<file path="config.mk">
export PLATFORM = sky130hd
export DESIGN_NAME = coll_reduce_engine
export DESIGN_NICKNAME = d
export VERILOG_FILES = /design/src/rtl/coll_reduce_engine.sv
export SDC_FILE = /design/constraint.sdc
export NUM_CORES = 1
export LEC_CHECK = 0
export CORE_AREA = 2 2 251 253
export CTS_CLUSTER_SIZE = 16
export DETAILED_ROUTE_END_ITERATION = 7
export DIE_AREA = 0 0 253 255
export SYNTH_ARGS = -nofsm -noshare
export SYNTH_HDL_FRONTEND = slang
export SYNTH_SLANG_ARGS = --single-unit
</file>
<file path="constraint.sdc">
create_clock -name clk -period 8.2 [get_ports clk]
set_input_delay 2.05 -clock clk [delete_from_list [all_inputs] [get_ports clk]]
set_output_delay 2.05 -clock clk [all_outputs]
set_load 0.05 [all_outputs]
</file>
<file path="src/rtl/coll_reduce_engine.sv">
// coll_reduce_engine: multi-slot reduction engine that folds per-rank MPI contributions into one 64-bit result packet.
// Optional build macro COLL_TIMEOUT_EN: flushes stale partial slots after TIMEOUT_CYC idle cycles (bit 44 marks them).
module coll_reduce_engine #(
    parameter int DATA_W      = 32,
    parameter int RANK_W      = 3,
    parameter int IDX_W       = 4,
    parameter int SLOTS       = 4,
    parameter int TIMEOUT_CYC = 255
) (
    input  logic              clk,
    input  logic              rst,
    input  logic [DATA_W-1:0] dataIn,
    input  logic [RANK_W-1:0] src,
    input  logic [RANK_W-1:0] rank,
    input  logic [RANK_W-1:0] root,
    input  logic [4:0]        op,
    input  logic [RANK_W:0]   commsize,
    input  logic [IDX_W-1:0]  index,
    input  logic              in_valid,
    output logic              in_ready,
    output logic [63:0]       Outpacket,
    output logic              out_valid,
    input  logic              out_ready,
    output logic              done,
    output logic              err
);

    localparam int MAX_RANKS = 1 << RANK_W;
    localparam int CNT_W     = RANK_W + 1;
    localparam int SLOT_W    = (SLOTS > 1) ? $clog2(SLOTS) : 1;

    logic [SLOTS-1:0]     s_valid;
    logic [IDX_W-1:0]     s_tag  [SLOTS];
    logic [4:0]           s_op   [SLOTS];
    logic [CNT_W-1:0]     s_size [SLOTS];
    logic [DATA_W-1:0]    s_acc  [SLOTS];
    logic [MAX_RANKS-1:0] s_seen [SLOTS];
    logic [CNT_W-1:0]     s_cnt  [SLOTS];

    logic              hit;
    logic [SLOT_W-1:0] hit_slot;
    logic              free_any;
    logic [SLOT_W-1:0] free_slot;
    logic              out_stall;
    logic              accept;
    logic              op_ok;
    logic              size_ok;
    logic              hit_bad;
    logic              drop;
    logic              upd;
    logic [DATA_W-1:0] new_acc;
    logic [CNT_W-1:0]  new_cnt;
    logic              complete;

    function automatic logic [DATA_W-1:0] reduce(input logic [4:0] f_op,
                                                 input logic [DATA_W-1:0] a,
                                                 input logic [DATA_W-1:0] b);
        case (f_op)
            5'd0:    reduce = a + b;
            5'd1:    reduce = (a > b) ? a : b;
            5'd2:    reduce = (a < b) ? a : b;
            5'd3:    reduce = a & b;
            5'd4:    reduce = a | b;
            5'd5:    reduce = a ^ b;
            default: reduce = a;
        endcase
    endfunction

    function automatic logic [63:0] pack(input logic [RANK_W-1:0] p_rank,
                                         input logic [RANK_W-1:0] p_root,
                                         input logic [4:0]        p_op,
                                         input logic [IDX_W-1:0]  p_idx,
                                         input logic [CNT_W-1:0]  p_cnt,
                                         input logic              p_to,
                                         input logic [DATA_W-1:0] p_res);
        logic [63:0] p;
        p        = '0;
        p[63:61] = 3'(p_rank);
        p[60:58] = 3'(p_root);
        p[57:53] = p_op;
        p[52:49] = 4'(p_idx);
        p[48:45] = 4'(p_cnt);
        p[44]    = p_to;
        p[31:0]  = 32'(p_res);
        return p;
    endfunction

    // Tags are unique among valid slots, so at most one slot can hit.
    always_comb begin
        hit       = 1'b0;
        hit_slot  = '0;
        free_any  = 1'b0;
        free_slot = '0;
        for (int i = 0; i < SLOTS; i++) begin
            if (s_valid[i] && s_tag[i] == index) begin
                hit      = 1'b1;
                hit_slot = SLOT_W'(i);
            end
        end
        for (int i = SLOTS - 1; i >= 0; i--) begin
            if (!s_valid[i]) begin
                free_any  = 1'b1;
                free_slot = SLOT_W'(i);
            end
        end
    end

    assign out_stall = out_valid && !out_ready;
    assign in_ready  = !rst && !out_stall && (hit || free_any);
    assign accept    = in_valid && in_ready;
    assign op_ok     = op <= 5'd5;
    assign size_ok   = (commsize != '0) && (commsize <= CNT_W'(MAX_RANKS));
    assign hit_bad   = s_seen[hit_slot][src] || (s_op[hit_slot] != op);
    assign drop      = accept && (hit ? hit_bad : !(op_ok && size_ok));
    assign upd       = accept && !drop;
    assign new_acc   = hit ? reduce(s_op[hit_slot], s_acc[hit_slot], dataIn) : dataIn;
    assign new_cnt   = hit ? s_cnt[hit_slot] + CNT_W'(1) : CNT_W'(1);
    assign complete  = upd && (new_cnt == (hit ? s_size[hit_slot] : commsize));

`ifdef COLL_TIMEOUT_EN
    localparam int AGE_W = (TIMEOUT_CYC > 0) ? $clog2(TIMEOUT_CYC + 1) : 1;

    logic [AGE_W-1:0]  s_age [SLOTS];
    logic              to_fire;
    logic [SLOT_W-1:0] to_slot;

    // A slot being refreshed this cycle is not stale; completions own the output register.
    always_comb begin
        to_fire = 1'b0;
        to_slot = '0;
        for (int i = SLOTS - 1; i >= 0; i--) begin
            if (s_valid[i] && s_age[i] >= AGE_W'(TIMEOUT_CYC) &&
                !(upd && hit && hit_slot == SLOT_W'(i))) begin
                to_fire = 1'b1;
                to_slot = SLOT_W'(i);
            end
        end
        if (complete || out_stall) to_fire = 1'b0;
    end
`else
    logic unused_timeout_cfg;
    assign unused_timeout_cfg = TIMEOUT_CYC[0];
`endif

    always_ff @(posedge clk) begin
        if (rst) begin
            out_valid <= 1'b0;
            Outpacket <= '0;
            done      <= 1'b0;
            err       <= 1'b0;
            s_valid   <= '0;
            for (int i = 0; i < SLOTS; i++) begin
                s_tag[i]  <= '0;
                s_op[i]   <= '0;
                s_size[i] <= '0;
                s_acc[i]  <= '0;
                s_seen[i] <= '0;
                s_cnt[i]  <= '0;
`ifdef COLL_TIMEOUT_EN
                s_age[i]  <= '0;
`endif
            end
        end else begin
            done <= out_valid && out_ready;
            err  <= drop;
            if (out_valid && out_ready) out_valid <= 1'b0;

            if (upd) begin
                if (complete) begin
                    out_valid <= 1'b1;
                    Outpacket <= pack(rank, root, op, index, new_cnt, 1'b0, new_acc);
                    if (hit) s_valid[hit_slot] <= 1'b0;
                end else if (hit) begin
                    s_acc[hit_slot]       <= new_acc;
                    s_seen[hit_slot][src] <= 1'b1;
                    s_cnt[hit_slot]       <= new_cnt;
                end else begin
                    s_valid[free_slot] <= 1'b1;
                    s_tag[free_slot]   <= index;
                    s_op[free_slot]    <= op;
                    s_size[free_slot]  <= commsize;
                    s_acc[free_slot]   <= dataIn;
                    s_seen[free_slot]  <= MAX_RANKS'(1) << src;
                    s_cnt[free_slot]   <= CNT_W'(1);
                end
            end

`ifdef COLL_TIMEOUT_EN
            for (int i = 0; i < SLOTS; i++) begin
                if (s_valid[i] && s_age[i] < AGE_W'(TIMEOUT_CYC)) s_age[i] <= s_age[i] + AGE_W'(1);
            end
            if (upd && !complete) s_age[hit ? hit_slot : free_slot] <= '0;
            if (to_fire) begin
                out_valid        <= 1'b1;
                Outpacket        <= pack(rank, root, s_op[to_slot], s_tag[to_slot],
                                         s_cnt[to_slot], 1'b1, s_acc[to_slot]);
                s_valid[to_slot] <= 1'b0;
            end
`endif
        end
    end

endmodule

</file>
==> impl_metrics.json <==
{
  "synth_cells": 2020,
  "vias_per_cell": 5.603,
  "synth_cell_type_count": 100,
  "reg2reg_depth": 21,
  "syn_avg_cell_area_um2": 9.121,
  "required_ns": 8.65,
  "skew_ns": 0.02562,
  "clock_sinks": 286,
  "p_leak_nw": 8.895,
  "core_um2": 62160,
  "seqPwrFrac_pct": 45.6,
  "fmaxAchievable_mhz": 127.7,
  "cts_buffer_depth": 3,
  "ff2ff_setup_slack_ns": 2.06,
  "tightest_slew_ns": 1.239,
  "seq_area_frac_synth_pct": 43.46,
  "placed_area_um2": 21350,
  "fin_crit_sh_pct": 95.52,
  "peakVddDrop_mv": 0.1177,
  "synth_top_cell_by_area": "edfxtp_1",
  "r2r_start": "s_tag[3][0]",
  "whs_ns": 0.4584,
  "finalCriticalPeriod_ns": 7.833,
  "netlist.area_leader.share_pct": 37.16,
  "io-pin-count": 126,
  "cts_hold_buf": 0,
  "root_buffer": "clkbuf_16",
  "worst-setup-path-type": "input pin to register",
  "drtIter0Drc": 1880,
  "cts.clk_slew.worst_paths_ns": 0.06,
  "gp_congestion": 0.9368,
  "combPwrFrac_pct": 12.6,
  "finalHoldViolations": 0,
  "postCtsSetupRepairBufs": 0,
  "area_growth_pct": 21.79,
  "p_clk_share_pct": 41.8,
  "maxSlewViolCount": 0,
  "hold-path-endpoint": "Outpacket[47]",
  "vias": 16998,
  "die_w_um": 253,
  "cts_tree": "done",
  "synthTopCellsByArea": "edfxtp_1 (37%), ha_1 (6.7%), dfxtp_1 (6.3%), nor2_1 (4.9%), nand2_1 (4.8%)",
  "antenna_left": 0,
  "rows": 92,
  "intPower_mw": 2.594,
  "final_nets": 2365,
  "io_buffers": 112,
  "grt_start_max_net_pins": 72,
  "fp.dieArea_um2": 64520,
  "grt_pass1_wl_um": 103700,
  "switchingPower_uw": 964.5,
  "setup_viol": 0,
  "cp_max_fo": 20,
  "run_status": "completed",
  "first_global_vias": 16458,
  "wl_per_cell_um": 23.00,
  "p_sw_share_pct": 27.10,
  "ys_seq_elements": 286,
  "ctsResizeCount": 0,
  "min_from": "Outpacket[47]",
  "overflow": 0,
  "yosys_most_used_dff": "edfxtp_1",
  "maxSlewHeadroom_pct": 17.39,
  "totalWireLength_um": 69790,
  "maxCapViolCount": 0,
  "htree_levels": 2,
  "antenna_found_initial": 1,
  "hold_class": "register to register",
  "grtUsageTotal_pct": 21.26,
  "arrival_ns": 8.28,
  "route.detailed.drc": 0,
  "final_cell_area_um2": 22440,
  "die_y_um": 255,
  "yosys_warnings": 0,
  "powerDensity_nw_per_um2": 158.6,
  "numCtsBuffers": 34,
  "regToRegEndpoint": "Outpacket[15]",
  "rsz0062_at_grt": "false",
  "synth_edf_count": 228,
  "clkLatencyLatePin_ns": 0.57,
  "dr.pass1.iters": 5,
  "startpoint_type": "input pin",
  "hpwl_um": 50310,
  "end_kind": "register",
  "whs_path_depth": 2,
  "drive_gt1_share_pct": 12.54,
  "initial_core_util_pct": 29.64,
  "syn_area_um2": 18430,
  "postSynth.asyncResetShare_pct": 0
}
==> logic make-up (layout without fill, tap and decap cells) <==
group | after synthesis | after routing | share of synthesized area (%)
XOR/XNOR | 43 | 43 | 2.044
adder cells (fa/ha/maj) | 100 | 100 | 6.831
multiplexers | 20 | 20 | 1.222
flip-flops | 286 | 286 | 43.46
other | 1 | 15 | 0.02035
AND/OR/NAND/NOR | 747 | 747 | 18.91
buffers and inverters | 284 | 485 | 6.519
AO/OA/AOI/OAI | 539 | 539 | 21.00
==> cells in the mapped netlist, types with 13 or more instances <==
cell type,count
a211oi_1,23
nand4_1,14
dfxtp_1,58
o211ai_1,17
nor3_1,31
ha_1,99
a31oi_1,15
nor2b_1,14
a221oi_1,16
clkbuf_1,79
o21ai_0,77
nand2_1,237
buf_1,17
and3_1,49
inv_1,130
a21boi_0,13
xor2_1,18
edfxtp_1,228
xnor2_1,25
or3_1,22
a311oi_1,46
nand3_1,37
buf_2,33
a21o_1,19
a32oi_1,18
a22oi_1,26
a21oi_1,123
mux2i_1,18
nor2_1,240
and2_1,54
buf_4,23
==> metal layers <==
layer | part of all wire [%] | vias to the layer above | track usage, %
met1 | 43 | 8300 | 28.98
met2 | 45 | 860 | 34.36
met4 | 2.6 | 0 | 6.272
met5 | 0 | - | 0
li1 | - | 7703 | -
met3 | 9.2 | 135 | 3.865
==> layout make-up <==
type	instances	area [um^2]
Fill cell	6266	39720
Multi-Input combinational cell	1462	9311
Sequential cell	286	8008
Timing Repair Buffer	292	2552
Tap cell	799	999.7
Clock buffer	47	909.6
Inverter	131	491.7
Clock inverter	15	162.7
Antenna cell	2	5.005
==> worst max path at each step <==
stage	start	endpoint	slack, ns	cells after the start
floorplan	index[0]	s_acc[0][0]	0.06	27
global placement	index[1]	s_acc[0][30]	-0.19	24
detailed placement	index[1]	s_acc[2][30]	-0.28	24
CTS	index[1]	s_acc[2][30]	0.30	24
global route	index[3]	s_acc[0][31]	0.05	21
finish	index[1]	Outpacket[15]	0.37	22
==> power groups by stage <==
stage	Combinational (mW)	Sequential, mW	Clock [mW]
6_report	0.450	1.62	1.49
5_1_grt	0.481	1.63	1.57
4_1_cts	0.441	1.62	1.51
3_5_place_dp	0.439	1.65	0
3_3_place_gp	0.437	1.65	0
2_1_floorplan	0.256	1.65	0
==> cells in the final DEF (no fill, tap or decap), drive strengths merged, types with 22 or more instances in the layout <==
cell type	synthesis	final
nor2	242	242
nand2	237	237
edfxtp	228	228
buf	74	182
inv	131	133
a21oi	124	124
clkdlybuf4s50	0	110
ha	99	99
o21ai	87	87
dfxtp	58	58
and2	56	56
and3	50	50
a311oi	47	47
clkbuf	79	47
nand3	38	38
nor3	32	32
a22oi	26	26
xnor2	25	25
a211oi	24	24
or3	22	22
==> sequential cells by signal, summed over array words and instances, names as in the netlist <==
signal     flops
s_valid        4
s_tag         16
s_size        16
done           1
out_valid      1
err            1
s_cnt         16
s_op          20
s_acc        128
s_seen        32
Outpacket     51
==> stage by stage <==
stage / setup WS (ns) / utilization [%] / setup TNS [ns] / power [mW] / instances
2_1_floorplan: 0.06406 / - / 0 / 1.905 / 2032
3_3_place_gp: -0.1863 / 34.35 / -0.9189 / 2.088 / 2970
3_5_place_dp: -0.2789 / 34.35 / -7.587 / 2.091 / 2970
4_1_cts: 0.2961 / 36.08 / 0 / 3.571 / 3032
5_1_grt: 0.04816 / 36.09 / 0 / 3.671 / 3032
6_report: 0.3674 / 36.10 / 0 / 3.559 / 3034
==> worst max-delay path, stage by stage <==
cell	delay, ns
clkdlybuf4s50_1	0.51
xor2_1	0.21
nor4_2	0.27
buf_4	0.23
and2_4	0.38
buf_4	0.27
a311oi_1	0.06
a21oi_1	0.37
inv_1	0.16
ha_1	0.36
and4_1	0.19
nand2_1	0.11
nor4_2	0.39
buf_4	0.19
o41a_1	0.26
nor2_1	0.13
a311oi_2	0.41
nand2_2	0.23
a2111oi_0	0.65
o221ai_1	0.42
buf_4	0.29
o211a_1	0.12
(Power assumes the default switching activity.)
